===== src/rtl/wb_pkg.sv =====
// Shared widths, register constants and the queued-result entry layout
// for the writeback arbiter.
package wb_pkg;

  localparam int                DATA_W       = 32;
  localparam int                REG_AW       = 5;
  localparam logic [REG_AW-1:0] REG_STATUS   = 5'd30;
  localparam logic [DATA_W-1:0] EXC_CODE_DEF = 32'd1;

  typedef struct packed {
    logic [REG_AW-1:0] rd;
    logic [DATA_W-1:0] data;
    logic              exc;
  } res_t;

endpackage


===== src/rtl/wb_fifo.sv =====
// Generic synchronous FIFO exposing every slot and a per-slot "still valid after this cycle's pop" vector.
// Zero-latency head; push when full is dropped unless a pop frees the slot in the same cycle.
module wb_fifo #(
  parameter int  W     = 8,
  parameter int  DEPTH = 2,
  localparam int PW    = (DEPTH > 1) ? $clog2(DEPTH) : 1,
  localparam int CW    = $clog2(DEPTH + 1)
) (
  input  logic                    clk_i,
  input  logic                    rst_i,
  input  logic                    push_i,
  input  logic [W-1:0]            push_dat_i,
  input  logic                    pop_i,
  output logic [W-1:0]            head_dat_o,
  output logic                    full_o,
  output logic                    empty_o,
  output logic [CW-1:0]           count_o,
  output logic [DEPTH-1:0]        live_vld_o,
  output logic [DEPTH-1:0][W-1:0] ent_dat_o
);

  logic [DEPTH-1:0][W-1:0] mem_q;
  logic [DEPTH-1:0]        vld_q, vld_d;
  logic [PW-1:0]           wr_q, wr_d, rd_q, rd_d;
  logic [CW-1:0]           cnt_q, cnt_d;
  logic                    do_push, do_pop;

  function automatic logic [PW-1:0] nxt(input logic [PW-1:0] p);
    return (p == PW'(DEPTH - 1)) ? '0 : p + 1'b1;
  endfunction

  assign full_o     = (cnt_q == CW'(DEPTH));
  assign empty_o    = (cnt_q == '0);
  assign count_o    = cnt_q;
  assign head_dat_o = mem_q[rd_q];
  assign ent_dat_o  = mem_q;

  always_comb begin
    do_pop     = pop_i && !empty_o;
    do_push    = push_i && (!full_o || do_pop);
    vld_d      = vld_q;
    live_vld_o = vld_q;
    wr_d       = wr_q;
    rd_d       = rd_q;
    if (do_pop) begin
      vld_d[rd_q]      = 1'b0;
      live_vld_o[rd_q] = 1'b0;
      rd_d             = nxt(rd_q);
    end
    if (do_push) begin
      vld_d[wr_q] = 1'b1;
      wr_d        = nxt(wr_q);
    end
    cnt_d = cnt_q + CW'(do_push) - CW'(do_pop);
  end

  always_ff @(posedge clk_i) begin
    if (rst_i) begin
      vld_q <= '0;
      wr_q  <= '0;
      rd_q  <= '0;
      cnt_q <= '0;
    end else begin
      vld_q <= vld_d;
      wr_q  <= wr_d;
      rd_q  <= rd_d;
      cnt_q <= cnt_d;
    end
  end

  always_ff @(posedge clk_i) begin
    if (do_push) mem_q[wr_q] <= push_dat_i;
  end

endmodule


===== src/rtl/wb_arbiter.sv =====
// Regfile writeback arbiter: pipeline > queued mult/div result > bypassed md_done; writes registered 1 cycle after selection.
// Pipeline never stalls; mult/div issue is throttled by md_ready. WB_EXC_EN adds md_exception (redirects to the status reg).
module wb_arbiter
  import wb_pkg::*;
#(
  parameter int                Q_DEPTH  = 2,
  parameter logic [DATA_W-1:0] EXC_CODE = EXC_CODE_DEF
) (
  input  logic                 clock,
  input  logic                 ctrl_reset,
  input  logic                 pipe_valid,
  input  logic [REG_AW-1:0]    pipe_rd,
  input  logic [DATA_W-1:0]    pipe_data,
  input  logic                 md_issue,
  input  logic [REG_AW-1:0]    md_issue_rd,
  input  logic                 md_done,
  input  logic [DATA_W-1:0]    md_result,
`ifdef WB_EXC_EN
  input  logic                 md_exception,
`endif
  output logic                 ctrl_writeEnable,
  output logic [REG_AW-1:0]    ctrl_writeReg,
  output logic [DATA_W-1:0]    data_writeReg,
  output logic [2**REG_AW-1:0] busy_mask,
  output logic                 md_ready,
  output logic                 err_sticky
);

  localparam int CW  = $clog2(Q_DEPTH + 1);
  localparam int OCW = CW + 1;
  localparam int RW  = $bits(res_t);

  logic                            pipe_wr, issue_ok, done_ok, done_exc;
  logic                            res_push, res_pop, sel_vld;
  logic                            tag_full, tag_empty, res_full, res_empty;
  logic [REG_AW-1:0]               tag_head;
  logic [CW-1:0]                   tag_cnt, res_cnt;
  logic [OCW-1:0]                  out_cnt;
  logic [Q_DEPTH-1:0]              tag_live, res_live;
  logic [Q_DEPTH-1:0][REG_AW-1:0]  tag_ent;
  logic [Q_DEPTH-1:0][RW-1:0]      res_ent;
  logic [RW-1:0]                   res_head_raw;
  res_t                            done_ent, res_head, sel_ent;

  logic                            we_q, we_d;
  logic [REG_AW-1:0]               wreg_q, wreg_d;
  logic [DATA_W-1:0]               wdat_q, wdat_d;
  logic                            err_q, err_d;

`ifdef WB_EXC_EN
  assign done_exc = md_exception;
`else
  assign done_exc = 1'b0;
`endif

  // Ready comes from registered occupancy only, so a same-cycle md_done never frees a slot for an issue.
  assign out_cnt  = {1'b0, tag_cnt} + {1'b0, res_cnt};
  assign md_ready = (out_cnt < OCW'(Q_DEPTH));
  assign issue_ok = md_issue && md_ready && !tag_full;
  assign done_ok  = md_done && !tag_empty;
  assign pipe_wr  = pipe_valid && (pipe_rd != '0);
  assign done_ent = '{rd: tag_head, data: md_result, exc: done_exc};
  assign res_head = res_t'(res_head_raw);

  wb_fifo #(.W(REG_AW), .DEPTH(Q_DEPTH)) u_tag_fifo (
    .clk_i      (clock),
    .rst_i      (ctrl_reset),
    .push_i     (issue_ok),
    .push_dat_i (md_issue_rd),
    .pop_i      (done_ok),
    .head_dat_o (tag_head),
    .full_o     (tag_full),
    .empty_o    (tag_empty),
    .count_o    (tag_cnt),
    .live_vld_o (tag_live),
    .ent_dat_o  (tag_ent)
  );

  wb_fifo #(.W(RW), .DEPTH(Q_DEPTH)) u_res_fifo (
    .clk_i      (clock),
    .rst_i      (ctrl_reset),
    .push_i     (res_push),
    .push_dat_i (done_ent),
    .pop_i      (res_pop),
    .head_dat_o (res_head_raw),
    .full_o     (res_full),
    .empty_o    (res_empty),
    .count_o    (res_cnt),
    .live_vld_o (res_live),
    .ent_dat_o  (res_ent)
  );

  always_comb begin
    res_push = 1'b0;
    res_pop  = 1'b0;
    sel_vld  = 1'b0;
    sel_ent  = '0;
    if (pipe_wr) begin
      sel_vld  = 1'b1;
      sel_ent  = '{rd: pipe_rd, data: pipe_data, exc: 1'b0};
      res_push = done_ok && !res_full;
    end else if (!res_empty) begin
      res_pop  = 1'b1;
      sel_vld  = 1'b1;
      sel_ent  = res_head;
      res_push = done_ok && !res_full;
    end else if (done_ok) begin
      sel_vld  = 1'b1;
      sel_ent  = done_ent;
    end

    // rd==0 entries still burn their slot but never raise the write enable.
    we_d   = 1'b0;
    wreg_d = wreg_q;
    wdat_d = wdat_q;
    if (sel_vld) begin
      if (sel_ent.exc) begin
        we_d   = 1'b1;
        wreg_d = REG_STATUS;
        wdat_d = EXC_CODE;
      end else if (sel_ent.rd != '0) begin
        we_d   = 1'b1;
        wreg_d = sel_ent.rd;
        wdat_d = sel_ent.data;
      end
    end

    err_d = err_q || (md_issue && !md_ready) || (md_done && tag_empty);
  end

  // Entries selected this cycle are already excluded by live_vld; a done that
  // moves into the result FIFO keeps its register reserved.
  always_comb begin
    busy_mask = '0;
    for (int i = 0; i < Q_DEPTH; i++) begin
      if (tag_live[i]) busy_mask[tag_ent[i]] = 1'b1;
      if (res_live[i]) busy_mask[res_ent[i][RW-1 -: REG_AW]] = 1'b1;
    end
    if (res_push) busy_mask[tag_head] = 1'b1;
  end

  always_ff @(posedge clock) begin
    if (ctrl_reset) begin
      we_q   <= 1'b0;
      wreg_q <= '0;
      wdat_q <= '0;
      err_q  <= 1'b0;
    end else begin
      we_q   <= we_d;
      wreg_q <= wreg_d;
      wdat_q <= wdat_d;
      err_q  <= err_d;
    end
  end

  assign ctrl_writeEnable = we_q;
  assign ctrl_writeReg    = wreg_q;
  assign data_writeReg    = wdat_q;
  assign err_sticky       = err_q;

endmodule


===== config.mk =====
export PLATFORM = sky130hd
export DESIGN_NAME = wb_arbiter
export DESIGN_NICKNAME = d
export VERILOG_FILES = /design/src/rtl/wb_pkg.sv /design/src/rtl/wb_fifo.sv /design/src/rtl/wb_arbiter.sv
export SDC_FILE = /design/constraint.sdc
export NUM_CORES = 1
export LEC_CHECK = 0
export BUFFER_PORTS_ARGS = -buffer_cell sky130_fd_sc_hd__buf_2
export CAP_MARGIN = 20
export CORE_ASPECT_RATIO = 0.9
export CORE_MARGIN = 3
export CORE_UTILIZATION = 50
export DETAILED_ROUTE_END_ITERATION = 8
export GPL_ROUTABILITY_DRIVEN = 0
export GPL_TIMING_DRIVEN = 1
export HOLD_SLACK_MARGIN = 0.05
export PLACE_DENSITY = 0.77
export SYNTH_ARGS = -nofsm -noshare
export SYNTH_HDL_FRONTEND = slang
export SYNTH_SLANG_ARGS = --single-unit

===== constraint.sdc =====
create_clock -name clock -period 3.3 [get_ports clock]
set_input_delay 0.165 -clock clock [delete_from_list [all_inputs] [get_ports clock]]
set_output_delay 0.165 -clock clock [all_outputs]
set_load 0.02 [all_outputs]

# Yosys cells after proc, flatten, opt, wreduce, memory -nomap -nowiden
# Cells that the tools add are included.
dict set report totals {
  word_cells 150
  out_inout_bits 72
  input_bits 79
  reg_bits 137
}
dict set report classes {
  muxes 57
  order_cmp 19
  n_reduce_logical 36
  n_eq_ne 2
  add_sub_neg 9
  n_bitwise 11
}
# op n
set ops {}
lappend ops {{$mux 38} 6}
lappend ops {{$mux 32} 7}
lappend ops {{$or 32x32->32} 4}
lappend ops {{$bwmux 76} 1}
lappend ops {{$demux 38 s1} 1}
lappend ops {{$lt 5x6->1 const B} 5}
lappend ops {{$demux 1 s5} 5}
lappend ops {{$ge 5x1->1 const B} 5}
lappend ops {{$mux 5} 5}
lappend ops {{$mux 1} 22}
lappend ops {{$logic_and 1x1->1} 20}
lappend ops {{$bwmux 10} 1}
lappend ops {{$reduce_bool 5->1} 2}
lappend ops {{$lt 1x2->1 const B} 4}
lappend ops {{$mux 2} 4}
lappend ops {{$demux 5 s1} 1}
lappend ops {{$logic_not 1->1} 5}
lappend ops {{$add 1x1->1 const B} 4}
lappend ops {{$add 2x1->2} 2}
lappend ops {{$and 2x2->2} 2}
lappend ops {{$demux 1 s1} 4}
lappend ops {{$eq 2x2->1 const B} 2}
lappend ops {{$ge 1x1->1 const B} 4}
lappend ops {{$logic_not 2->1} 2}
lappend ops {{other kinds (10)} 16}

# Longest topological paths before layout
dict set report logic_depth {
  ltp_word 16
  mapped_depth 13
  mapped_depth_nobuf 9
}

# Hierarchy
# From an unflattened synthesis, not the netlist that was laid out.
dict set report unflattened {
  hier_cells 672
  hier_area_um2 7318.3
}
# mod instances seq_area_each_um2 area_each_um2 cells_each
set modules_own_cells {}
lappend modules_own_cells {wb_arbiter 1 780.7 3636.0 472}
lappend modules_own_cells {{wb_fifo (u_res_fifo)} 1 2402.3 3025.4 151}
lappend modules_own_cells {{wb_fifo (u_tag_fifo)} 1 420.4 656.9 49}

# Worst setup path after synthesis
# Ideal clock, no wire load.
dict set report synth_path {
  path_type {input to register}
  from {input port pipe_rd[0]}
  to {register u_res_fifo.cnt_q[1] (netlist: u_res_fifo.count_o[1])}
  required_ps 3172
  stages 13
  setup_ps 128
  path_buffers 4
  slack_ps 915
  arrival_ps 2257
  cell_sequence {or3_4 o21a_1 buf_6 buf_2 clkbuf_1 clkbuf_1 nor2_1 ha_1 inv_1 ha_1 xnor2_1 xnor2_1 nor2_1}
}
dict set report synth_between {
  elab_chain_len 8
  elab_cells_between_ends 9
  classes_between {2 x add/sub; 2 x mux; 5 x reduce/logical}
}
# element line_no
set synth_lines {}
lappend synth_lines {{from (decl)} wb_arbiter.sv:12} ;# input logic [REG_AW-1:0] pipe_rd,
lappend synth_lines {{$reduce_bool 5->1 (*)} wb_arbiter.sv:61} ;# assign pipe_wr = pipe_valid && (pipe_rd != '0);
lappend synth_lines {{$logic_and 1x1->1 (*)} wb_arbiter.sv:61}
lappend synth_lines {{$mux 1} wb_arbiter.sv:98} ;# if (pipe_wr) begin
lappend synth_lines {{$logic_and 1x1->1} wb_fifo.sv:39} ;# do_pop = pop_i && !empty_o;
lappend synth_lines {{$logic_or 1x1->1} wb_fifo.sv:40} ;# do_push = push_i && (!full_o || do_pop);
lappend synth_lines {{$logic_and 1x1->1} wb_fifo.sv:40}
lappend synth_lines {{$add 2x1->2} wb_fifo.sv:54} ;# cnt_d = cnt_q + CW'(do_push) - CW'(do_pop);
lappend synth_lines {{$sub 2x1->2 (*)} wb_fifo.sv:54}
lappend synth_lines {{to (signal assigned)} wb_fifo.sv:67} ;# cnt_q <= cnt_d;
lappend synth_lines {{to (decl)} wb_fifo.sv:25} ;# logic [CW-1:0] cnt_q, cnt_d;
# Mark *: on every way between the ends. The rest lies on a longest branch, timed or not.
# A chain may end at the register's enable or synchronous reset.

# Worst setup path after layout
dict set report layout_path {
  from {register u_res_fifo.cnt_q[0] (netlist: u_res_fifo.count_o[0])}
  to {output port busy_mask[1]}
}
dict set report layout_between {
  elab_chain_len 12
  elab_cells_between_ends 18
  classes_between {1 x eq/ne; 9 x mux; 3 x bitwise; 5 x reduce/logical}
}
# element line_no
set layout_lines {}
lappend layout_lines {{$logic_not 2->1} wb_fifo.sv:33} ;# assign empty_o = (cnt_q == '0);
lappend layout_lines {{$mux 1} wb_arbiter.sv:102} ;# end else if (!res_empty) begin
lappend layout_lines {{$mux 1} wb_arbiter.sv:98}
lappend layout_lines {{$logic_and 1x1->1} wb_fifo.sv:39}
lappend layout_lines {{$mux 2} wb_fifo.sv:45} ;# if (do_pop) begin
lappend layout_lines {{$mux 32} wb_arbiter.sv:137} ;# if (res_live[i]) busy_mask[res_ent[i][RW-1 -: REG_AW]] = 1'b1;
lappend layout_lines {{$or 32x32->32 (no line)} --}
lappend layout_lines {{$mux 32} wb_arbiter.sv:136} ;# if (tag_live[i]) busy_mask[tag_ent[i]] = 1'b1;
lappend layout_lines {{$or 32x32->32 (no line)} --}
lappend layout_lines {{$mux 32} wb_arbiter.sv:137}
lappend layout_lines {{$or 32x32->32 (no line)} --}
lappend layout_lines {{$mux 32 (*)} wb_arbiter.sv:139} ;# if (res_push) busy_mask[tag_head] = 1'b1;
lappend layout_lines {{to (decl)} wb_arbiter.sv:24} ;# output logic [2**REG_AW-1:0] busy_mask,
# Marks and branches as above.

==> impl_metrics.tcl <==
set metrics [dict create \
    dpl_cell_area_um2 8225 \
    wire_per_inst_um 19.21 \
    crit_family "simple AND/OR/NAND/NOR gates" \
    switching_share_pct 39.46 \
    multiInputGateArea_um2 3322 \
    grt_start_max_net_pins 40 \
    place_inst 1028 \
    io_pins 151 \
    syn-instance-count 717 \
    cts.sinks 135 \
    insertion_delay_ns 0.42 \
    cts_made_buffers 17 \
    grt-ovfl-total 0 \
    final-seq-area_um2 3543 \
    drc 0 \
    yosysWarnings 0 \
    synth_most_common_cell "edfxtp_1" \
    track_usage_pct 25.94 \
    cp.required_ns 3.13 \
    cts_root_buf "clkbuf_16" \
    clk_pin_slew_ns 0.06 \
    crit_type "reg2out" \
    yosysTopAreaCell "edfxtp_1" \
    ys_seq_elements 135 \
    ys.flop_type "edfxtp_1" \
    grt_pass1_vias 6324 \
    num_rows 41 \
    die_w_um 133.5 \
    setup_viol 0 \
    cpMaxStageDelayCell "nor3b_1" \
    async_flop_share_pct 0 \
    power_density_nw_per_um2 750.5 \
    postSynthAreaPerCell_um2 10.21 \
    p_int_uw 4154 \
    start_util_pct 51.69 \
    die-area_um2 16130 \
    viasPerCell 6.163 \
    instances_no_fill 1098 \
    fmax_ghz 0.3291 \
    crit_chain "nor2_2, o31ai_4, nor3b_1, a222oi_1, o221ai_1, buf_2" \
    fin_nets 975 \
    cts_buffer_depth 2 \
    cp-end-kind "primary output" \
    cts_tree "yes" \
    status "finished, final reports clean" \
    netlist_top_cells_count "edfxtp_1 (84), nand2_1 (61), inv_1 (52)" \
    firstDrtPassIters 7 \
    pwr-share-comb_pct 40.2 \
    ant_nets 0 \
    maxCapViolCount 0 \
    synth_top_area_share_pct 34.47 \
    synth-edff-count 84 \
    antenna_found_initial 3 \
    nFillCells 1170 \
    period_needed_ns 3.039 \
    netlist_area_um2 7318 \
    synth.distinct_cells 60 \
    p_seq_share_pct 34.5 \
    rsz0062_at_grt "no" \
    portBuffers 150 \
    grt_first_pass_wirelength_um 33090 \
    core_area_um2 14160 \
    holdCritPathClass "in2reg" \
    post_cts_buffers 0 \
    syn_to_final_growth_pct 24.93 \
    layout-drive-gt1-share_pct 28.10 \
    vias 6767 \
    wl_um 21100 \
    hold_viol_final 0 \
    peakVddDrop_mv 0.5279 \
    drtIter0Drc 888 \
    start_kind "flip-flop" \
    fin_crit_sh_pct 92.08 \
    crit_arrival_ns 2.87 \
    fin_area_um2 9143 \
    setup-tns-final_ns 0 \
    max_slew_margin_pct 29.82 \
    power_uw 6862 \
    worst_pin_slew_ns 1.050 \
    clock_power_share_pct 25.3 \
    finalMaxSlewViolations 0 \
    crit_buf_inv 1 \
    die_h_um 120.8 \
    seq_area_frac_synth_pct 48.42 \
    synth.area.top_cells "edfxtp_1 (34%), dfxtp_1 (14%), a211oi_2 (5.0%)" \
    ctsHtreeMaxLevel 4 \
    switchingPower_uw 2708 \
    final_util_pct 64.57 \
    cpPeakStageDelay_ns 0.77 \
    power_leakage_uw 0.003413 \
    clock_skew_ns 0.009420 \
    syn_nets 801 \
    crit_path_max_fanout 10 \
    dp_hpwl_um 14110 \
]
## per-stage QoR
step	hold slack (ns)	setup slack, ns
3_3_place_gp	0.3575	0.6857
6_report	0.05260	0.2615
4_1_cts	0.05189	0.3119
3_5_place_dp	0.3591	0.6900
2_1_floorplan	0.2639	0.9152
5_1_grt	0.07346	0.1233
## final cells by class
cell class                 instances  area share, %
sequential                       135          38.76
clock buffer                      20          4.776
timing repair buffer             210          14.15
multi-input combinational        474          36.34
antenna                            1        0.02737
inverter                          53          2.176
tap                              193          2.641
clock inverter                    12          1.136
## cells in the final DEF (no fill, tap or decap), types with 14 or more instances in the layout
cell	count
buf_2	150
edfxtp_1	84
nand2_1	61
inv_1	52
dfxtp_1	51
a21oi_1	50
nor2_1	47
dlygate4sd3_1	37
a221oi_1	30
a211oi_2	29
mux2i_1	24
buf_4	23
o22ai_1	22
a211oi_1	22
clkbuf_16	17
a221o_1	15
nor3_1	14
nand3_1	14
a32oi_1	14
## sequential cells by signal, indices dropped and copies added, names as in the netlist, 2 cells and up
register	flops
ctrl_writeReg	5
data_writeReg	32
u_res_fifo.count_o	2
u_res_fifo.ent_dat_o	74
u_res_fifo.vld_q	2
u_tag_fifo.count_o	2
u_tag_fifo.ent_dat_o	10
u_tag_fifo.vld_q	2
## worst min-delay path, stage by stage
cell and delay [ns]:
buf_2 0.09, a221oi_1 0.07, nor2_1 0.10
## metal layers
metal | global-route usage, % | vias to the layer above | share of wire, %
li1 | - | 3124 | -
met1 | 35.59 | 3179 | 43
met2 | 40.23 | 417 | 45
met3 | 7.903 | 45 | 10
met4 | 7.069 | 2 | 2.0
met5 | 0 | - | 0.033
## path summary, 6_finish.rpt
path              slack (ns)                end                   from  depth (start not counted)
setup reg to reg        0.70  data_writeReg[18]        u_tag_fifo.rd_q                          6
setup / recovery        0.26       busy_mask[1]  u_res_fifo.count_o[0]                          6
hold reg to reg         0.45  data_writeReg[19]      data_writeReg[19]                          2
hold / removal          0.05         err_sticky               md_issue                          3
## repair_timing
| item | in CTS | in global routing |
|---|---|---|
| endpoints found under the setup margin | 0 | 2 |
| hold endpoints to repair | 74 | 0 |
| resized for setup | 0 | 1 |
| hold buffers | 37 | 0 |
## power by group through the flow
stage | combinational, uW | clock [uW] | sequential (uW)
final | 2760 | 1740 | 2370
after global routing | 3010 | 1830 | 2400
after CTS | 2720 | 1760 | 2360
after detailed placement | 2670 | 0 | 2390
after global placement | 2630 | 0 | 2380
after floorplan | 1860 | 0 | 2450
## cell families after synthesis
logic type,after synthesis,synth area share [%]
XOR/XNOR,5,0.5984
flip-flops,135,48.42
buffers and inverters,108,6.360
multiplexers,27,3.813
AO/OA/AOI/OAI,238,26.35
AND/OR/NAND/NOR,199,13.51
adder cells (fa/ha/maj),5,0.9575
(Power assumes the default switching activity.)
